<file path="config.mk">
export PLATFORM = sky130hd
export DESIGN_NAME = lsu_mem_flat
export DESIGN_NICKNAME = d
export VERILOG_FILES = /design/src/rtl/lsu_mem_if.sv /design/src/rtl/lsu_mem.sv /design/src/flat_wrapper.sv
export SDC_FILE = /design/constraint.sdc
export NUM_CORES = 1
export LEC_CHECK = 0
export ABC_AREA = 1
export CAP_MARGIN = 20
export CORE_UTILIZATION = 30
export DETAILED_ROUTE_END_ITERATION = 10
export GPL_TIMING_DRIVEN = 0
export SLEW_MARGIN = 20
export SYNTH_ARGS = -nofsm -noshare
export SYNTH_HDL_FRONTEND = slang
export SYNTH_SLANG_ARGS = --single-unit
export TNS_END_PERCENT = 5
</file>
<file path="constraint.sdc">
create_clock -name clk -period 1.4 [get_ports clk]
set_input_delay 0.28 -clock clk [delete_from_list [all_inputs] [get_ports clk]]
set_output_delay 0.28 -clock clk [all_outputs]
set_load 0.05 [all_outputs]
</file>
<file path="src/rtl/lsu_mem_if.sv">
// Request/response and data-RAM signal bundle for the load/store unit.
// The master drives requests and returns RAM read data; the slave is the LSU.
interface lsu_mem_if;
  logic        req_valid;
  logic        req_ready;
  logic        req_we;
  logic [2:0]  req_size;
  logic [31:0] req_addr;
  logic [31:0] req_wdata;
  logic        resp_valid;
  logic        resp_ready;
  logic [31:0] resp_rdata;
  logic        resp_err;
  logic        data_w_en;
  logic [31:0] data_addr;
  logic [31:0] data_in;
  logic [31:0] data_out;

  modport master (
    output req_valid, req_we, req_size, req_addr, req_wdata, resp_ready, data_out,
    input  req_ready, resp_valid, resp_rdata, resp_err, data_w_en, data_addr, data_in
  );

  modport slave (
    input  req_valid, req_we, req_size, req_addr, req_wdata, resp_ready, data_out,
    output req_ready, resp_valid, resp_rdata, resp_err, data_w_en, data_addr, data_in
  );
endinterface

</file>
<file path="src/rtl/lsu_mem.sv">
// Load/store unit for a word-wide data RAM with combinational read.
// Sub-word stores are done as read-modify-write through a merge cycle.
module lsu_mem #(
  parameter int unsigned ADDR_BITS = 7
) (
  input  logic      clk,
  input  logic      rst_n,
  lsu_mem_if.slave  bus
);

  typedef enum logic [1:0] {IDLE, ACCESS, MERGE_WR, RESP} state_t;

  state_t      state_q, state_d;
  logic        we_q;
  logic [2:0]  size_q;
  logic [31:0] addr_q, wdata_q;

  logic        req_ready_q, resp_valid_q, resp_err_q, data_w_en_q;
  logic [31:0] resp_rdata_q, data_in_q;
  logic        resp_err_d, data_w_en_d;
  logic [31:0] resp_rdata_d, data_in_d;
  logic        latch_c, req_err_c;
  logic [4:0]  byte_sh_c, half_sh_c;
  logic [7:0]  lane_b_c;
  logic [15:0] lane_h_c;
  logic [31:0] load_c, mask_c, ins_c, merge_c;

  // Request legality check on the live request inputs
  always_comb begin
    req_err_c = 1'b0;
    if (bus.req_size == 3'b011 || bus.req_size == 3'b110 || bus.req_size == 3'b111)
      req_err_c = 1'b1;
    if (bus.req_we && bus.req_size[2])
      req_err_c = 1'b1;
    if (bus.req_size[1:0] == 2'b01 && bus.req_addr[0])
      req_err_c = 1'b1;
    if (bus.req_size[1:0] == 2'b10 && bus.req_addr[1:0] != 2'b00)
      req_err_c = 1'b1;
    if ((bus.req_addr >> ADDR_BITS) != 32'd0)
      req_err_c = 1'b1;
  end

  // Lane extraction for loads and lane merge for sub-word stores
  always_comb begin
    byte_sh_c = {addr_q[1:0], 3'b000};
    half_sh_c = {addr_q[1], 4'b0000};
    lane_b_c  = 8'(bus.data_out >> byte_sh_c);
    lane_h_c  = addr_q[1] ? bus.data_out[31:16] : bus.data_out[15:0];
    case (size_q)
      3'b000:  load_c = {{24{lane_b_c[7]}}, lane_b_c};
      3'b100:  load_c = {24'd0, lane_b_c};
      3'b001:  load_c = {{16{lane_h_c[15]}}, lane_h_c};
      3'b101:  load_c = {16'd0, lane_h_c};
      default: load_c = bus.data_out;
    endcase
    if (size_q[0]) begin
      mask_c = 32'h0000_FFFF << half_sh_c;
      ins_c  = 32'(wdata_q[15:0]) << half_sh_c;
    end else begin
      mask_c = 32'h0000_00FF << byte_sh_c;
      ins_c  = 32'(wdata_q[7:0]) << byte_sh_c;
    end
    merge_c = (bus.data_out & ~mask_c) | ins_c;
  end

  // Next state and next registered outputs
  always_comb begin
    state_d      = state_q;
    latch_c      = 1'b0;
    resp_err_d   = resp_err_q;
    resp_rdata_d = resp_rdata_q;
    data_w_en_d  = 1'b0;
    data_in_d    = 32'd0;
    case (state_q)
      IDLE: begin
        if (bus.req_valid && req_ready_q) begin
          latch_c = 1'b1;
          if (req_err_c) begin
            state_d      = RESP;
            resp_err_d   = 1'b1;
            resp_rdata_d = 32'd0;
          end else begin
            state_d = ACCESS;
            // Full-word stores write during ACCESS itself
            if (bus.req_we && bus.req_size == 3'b010) begin
              data_w_en_d = 1'b1;
              data_in_d   = bus.req_wdata;
            end
          end
        end
      end
      ACCESS: begin
        resp_err_d = 1'b0;
        if (we_q) begin
          resp_rdata_d = 32'd0;
          if (size_q[1]) begin
            state_d = RESP;
          end else begin
            state_d     = MERGE_WR;
            data_w_en_d = 1'b1;
            data_in_d   = merge_c;
          end
        end else begin
          state_d      = RESP;
          resp_rdata_d = load_c;
        end
      end
      MERGE_WR: state_d = RESP;
      RESP: begin
        if (bus.resp_ready) state_d = IDLE;
      end
      default: state_d = IDLE;
    endcase
  end

  always_ff @(posedge clk or negedge rst_n) begin
    if (!rst_n) begin
      state_q      <= IDLE;
      req_ready_q  <= 1'b1;
      resp_valid_q <= 1'b0;
      resp_err_q   <= 1'b0;
      resp_rdata_q <= 32'd0;
      data_w_en_q  <= 1'b0;
      data_in_q    <= 32'd0;
    end else begin
      state_q      <= state_d;
      req_ready_q  <= (state_d == IDLE);
      resp_valid_q <= (state_d == RESP);
      resp_err_q   <= resp_err_d;
      resp_rdata_q <= resp_rdata_d;
      data_w_en_q  <= data_w_en_d;
      data_in_q    <= data_in_d;
    end
  end

  // Request capture at the accept edge
  always_ff @(posedge clk or negedge rst_n) begin
    if (!rst_n) begin
      we_q    <= 1'b0;
      size_q  <= 3'd0;
      addr_q  <= 32'd0;
      wdata_q <= 32'd0;
    end else if (latch_c) begin
      we_q    <= bus.req_we;
      size_q  <= bus.req_size;
      addr_q  <= bus.req_addr;
      wdata_q <= bus.req_wdata;
    end
  end

  assign bus.req_ready  = req_ready_q;
  assign bus.resp_valid = resp_valid_q;
  assign bus.resp_rdata = resp_rdata_q;
  assign bus.resp_err   = resp_err_q;
  assign bus.data_w_en  = data_w_en_q;
  assign bus.data_in    = data_in_q;
  assign bus.data_addr  = {addr_q[31:2], 2'b00};

endmodule

</file>
<file path="src/flat_wrapper.sv">
// flat-port wrapper written by rule: the top's interface ports become plain ports
module lsu_mem_flat 
#(
  parameter int unsigned ADDR_BITS = 7
)
  (clk, rst_n, bus_req_valid, bus_req_we, bus_req_size, bus_req_addr, bus_req_wdata, bus_resp_ready, bus_data_out, bus_req_ready, bus_resp_valid, bus_resp_rdata, bus_resp_err, bus_data_w_en, bus_data_addr, bus_data_in);
  lsu_mem_if bus_i ();
  input  logic clk;
  input  logic rst_n;
  input wire logic [$bits(bus_i.req_valid)-1:0] bus_req_valid;
  input wire logic [$bits(bus_i.req_we)-1:0] bus_req_we;
  input wire logic [$bits(bus_i.req_size)-1:0] bus_req_size;
  input wire logic [$bits(bus_i.req_addr)-1:0] bus_req_addr;
  input wire logic [$bits(bus_i.req_wdata)-1:0] bus_req_wdata;
  input wire logic [$bits(bus_i.resp_ready)-1:0] bus_resp_ready;
  input wire logic [$bits(bus_i.data_out)-1:0] bus_data_out;
  output wire logic [$bits(bus_i.req_ready)-1:0] bus_req_ready;
  output wire logic [$bits(bus_i.resp_valid)-1:0] bus_resp_valid;
  output wire logic [$bits(bus_i.resp_rdata)-1:0] bus_resp_rdata;
  output wire logic [$bits(bus_i.resp_err)-1:0] bus_resp_err;
  output wire logic [$bits(bus_i.data_w_en)-1:0] bus_data_w_en;
  output wire logic [$bits(bus_i.data_addr)-1:0] bus_data_addr;
  output wire logic [$bits(bus_i.data_in)-1:0] bus_data_in;
  assign bus_i.req_valid = bus_req_valid;
  assign bus_i.req_we = bus_req_we;
  assign bus_i.req_size = bus_req_size;
  assign bus_i.req_addr = bus_req_addr;
  assign bus_i.req_wdata = bus_req_wdata;
  assign bus_i.resp_ready = bus_resp_ready;
  assign bus_i.data_out = bus_data_out;
  assign bus_req_ready = bus_i.req_ready;
  assign bus_resp_valid = bus_i.resp_valid;
  assign bus_resp_rdata = bus_i.resp_rdata;
  assign bus_resp_err = bus_i.resp_err;
  assign bus_data_w_en = bus_i.data_w_en;
  assign bus_data_addr = bus_i.data_addr;
  assign bus_data_in = bus_i.data_in;
  lsu_mem #(.ADDR_BITS(ADDR_BITS)) u_core (.clk(clk), .rst_n(rst_n), .bus(bus_i));
endmodule
</file>
==> run_results.csv <==
group,metric,value,unit
run_status,status,"finished, violations left",
run_status,violations,"negative setup slack",
worst_setup_path,reg2regPathDepth,9,
global_route,grt_pass1_wl,33100,um
synthesis,synth_edf_count,0,
worst_setup_path,arrival,1880,ps
synthesis,synth_top_area_share,50.0,%
pwr,power.switching,10.7,mW
placed_design,dpl-instance-area,8460,um2
synthesis,synth_cell_types,30,
drt,remaining_drc_errors,0,
synthesis,yosysMostFrequentCell,"nand2_1",
clock_tree,cts_tree,"done",
worst_setup_path,required,1760,ps
worst_setup_path,r2r_slack,-120,ps
clock_tree,clk_latency,420,ps
global_route,grt_usage,21.7,%
synthesis,synth_warnings,0,
synthesis,synth_top_area_cell,"dfrtp_1",
synthesis,synth_area,6060,um2
hold_path,hold_end,"u_core.addr_q[14]",
floorplan,die_w,144,um
drt,antenna_left,0,
pwr,pwr-share-clk,21.2,%
floorplan,initial_utilization,30.8,%
floorplan,die_h,144,um
synthesis,avgSynthCellArea,7.87,um2
hold_path,hold_class,"in2reg",
drt,vias,6032,
timing,rsz0062_at_grt,"yes",
drt,dr.pass1.iters,7,
layout,regArea,3060,um2
worst_setup_path,critPathLaunchType,"register",
timing,tightest_slew,530,ps
synthesis,synthCells,769,
placed_design,gp_congestion,0.909,
drt,routed_wl,21800,um
drt,drtIter0Drc,296,
clock_tree,cts_sinks,122,
pwr,power_frac_seq,24.5,%
timing,slew_violations,0,
timing,worst_slack,-120,ps
timing,fin_crit_sh,109,%
layout,final_area,9590,um2
synthesis,synth-seq-cells,122,
floorplan,rows,51,
timing,skew,10.3,ps
hold_path,whs_path_depth,3,
timing,fmax,658,MHz
placed_design,portBuffers,201,
timing,hold_viol_final,0,
global_route,grt_overflow_total,0,
worst_setup_path,crit_fanout,8,
hold_path,hold_start,"bus_req_addr[14]",
layout,area_delta_synth_final,58.3,%
timing,slew_headroom,64.6,%
worst_setup_path,r2r-end,"u_core.bus.resp_rdata[26]",
drt,viasPerCell,4.65,
flow_run,cap_violations,0,
layout,antennaDiodeCount,0,
pwr,p_comb_share,54.3,%
synthesis,async_flop_share,100,%
layout,fillers,1997,
pwr,power_density,2430,nW/um2
pwr,ir_drop,1.34,mV
drt,avgRoutedWirePerCell,16.8,um
worst_setup_path,r2r_start,"u_core.state_q[1]",
clock_tree,cts.clk_slew.worst_paths,60,ps
pwr,swShare,45.7,%
layout,nets,1122,
worst_setup_path,worstSetupEndpointType,"register",
timing,min_period,1520,ps
pwr,p_int,12.7,mW
layout,multiInputGateArea,2500,um2
synthesis,ys.flop_type,"dfrtp_1",
synthesis,synth_area_leaders,"dfrtp_1 50%, nand2_1 17%, o21ai_0 6.0%",
synthesis,seq_area_frac_synth,50.4,%
global_route,grt_start_max_net_pins,72,
clock_tree,cts_made_buffers,17,
timing,finalSetupViolations,85,
global_route,grt_pass1_vias,6073,
synthesis,synth_common_cells,"279 x nand2_1, 121 x dfrtp_1, 72 x o21ai_0",
pwr,p_total,23.3,mW
clock_tree,clockBufferDepth,2,
global_route,antenna_found_initial,4,
layout,drive_above_1_share,27.4,%
worst_setup_path,critical_path_class,"reg2reg",
clock_tree,htree_levels,4,
pwr,power_leakage,4.95,nW
clock_tree,cts.root.buffer_cell,"clkbuf_16",
floorplan,core_region_area,19700,um2
floorplan,die_area,20800,um2
floorplan,ios,204,
placed_design,dp_hpwl,16400,um
==> cells by family after synthesis <==
logic type	Yosys count	synth area share, %
DFF	122	50.4
buffers and inverters	136	11.4
and+or+nand+nor	365	24.8
other	1	0.0619
AOI/OAI and AO/OA	145	13.3
==> timing repair <==
item                                    CTS  global route
hold endpoints to repair                 51             0
endpoints found under the setup margin  217           190
resized for setup                       502           118
pin swaps                                 9            12
cloned                                    1             1
buffers inserted                         19             6
hold buffers                              1             0
==> state kept, by name, indices dropped and copies added (netlist names) <==
signal	flops
u_core.bus.resp_valid	1
u_core.bus.data_in	32
u_core.bus.resp_err	1
u_core.bus.data_w_en	1
u_core.bus.resp_rdata	32
u_core.size_q	3
u_core.addr_q	32
u_core.state_q	2
u_core.bus.req_ready	1
u_core.wdata_q	16
u_core.we_q	1
==> stage by stage <==
step                      util, %  setup TNS [ps]  worst slack, ps  cells  hold slack, ps
final                        48.8           -4050             -120   1296            98.5
after global routing         48.8          -14760             -190   1296             107
after CTS                    48.1           -8680             -129   1289             328
after detailed placement     43.1          -63370             -838   1237             220
after global placement       42.9         -663180            -4960   1236             456
after floorplan                 -            -446            -14.9    770           -15.6
==> worst max-delay path, stage by stage (launching register included) <==
cell	delay, ps
dfrtp_2	440
nor2_4	150
buf_4	150
nand2_8	80
inv_8	70
nand2_2	50
a21oi_4	240
buf_6	160
nand2_1	60
nand2_1	60
==> how the worst max path moves through the flow <==
stage	start	endpoint	slack, ps
5_1_grt	u_core.state_q[1]	u_core.bus.resp_rdata[16]	-190
3_5_place_dp	bus_req_addr[0]	u_core.bus.data_in[24]	-840
4_1_cts	u_core.state_q[0]	u_core.bus.data_in[0]	-130
2_1_floorplan	u_core.bus.req_ready	u_core.wdata_q[11]	-10
3_3_place_gp	rst_n	u_core.addr_q[20]	-4960
6_report	u_core.state_q[1]	u_core.bus.resp_rdata[26]	-120
==> routing by layer <==
| metal | global-route usage, % | share of wire [%] | vias up |
|---|---|---|---|
| li1 | - | - | 2935 |
| met1 | 26.6 | 42 | 2817 |
| met2 | 34.9 | 47 | 236 |
| met3 | 7.15 | 9.0 | 38 |
| met4 | 8.79 | 2.5 | 6 |
| met5 | 0 | 0.16 | - |
==> cell usage in the layout, fill, tap and decap left out, types with 3 or more instances in the layout <==
cell,n
clkbuf_1,4
clkinv_2,3
bufinv_16,5
clkdlybuf4s15_2,30
dlymetal6s2s_1,14
dlygate4sd2_1,4
nor2_4,8
nand2_1,272
inv_2,5
nor2_1,33
o21ai_1,31
o21ai_0,47
nand2_2,8
dfrtp_1,119
a21oi_2,5
buf_6,47
buf_2,41
inv_4,5
o2111ai_1,5
o211ai_1,6
clkbuf_16,17
clkinv_4,4
a21oi_1,24
clkbuf_8,3
o22ai_1,16
nand3_1,28
inv_1,56
clkdlybuf4s50_1,84
clkbuf_4,7
nor2_2,4
buf_8,3
o21ai_2,4
buf_4,58
o22ai_2,3
==> power groups by stage <==
stage          logic, mW  registers [mW]  clock network, mW
3_5_place_dp        11.8            5.75                  0
3_3_place_gp        11.7            5.76                  0
2_1_floorplan       5.90            7.78                  0
6_report            12.7            5.71               4.93
4_1_cts             12.4            5.73               5.03
5_1_grt             13.5            5.90               5.18
==> layout make-up <==
class	count	share of cell area, %
flip-flops and latches	122	31.9
multi-input cells	512	26.0
repair buffers	230	23.1
plain buffers	66	5.57
clock buffers	21	4.91
well taps	265	3.46
inverters	69	3.02
clock inverters	11	2.00
Power figures use the tool's default switching activity.
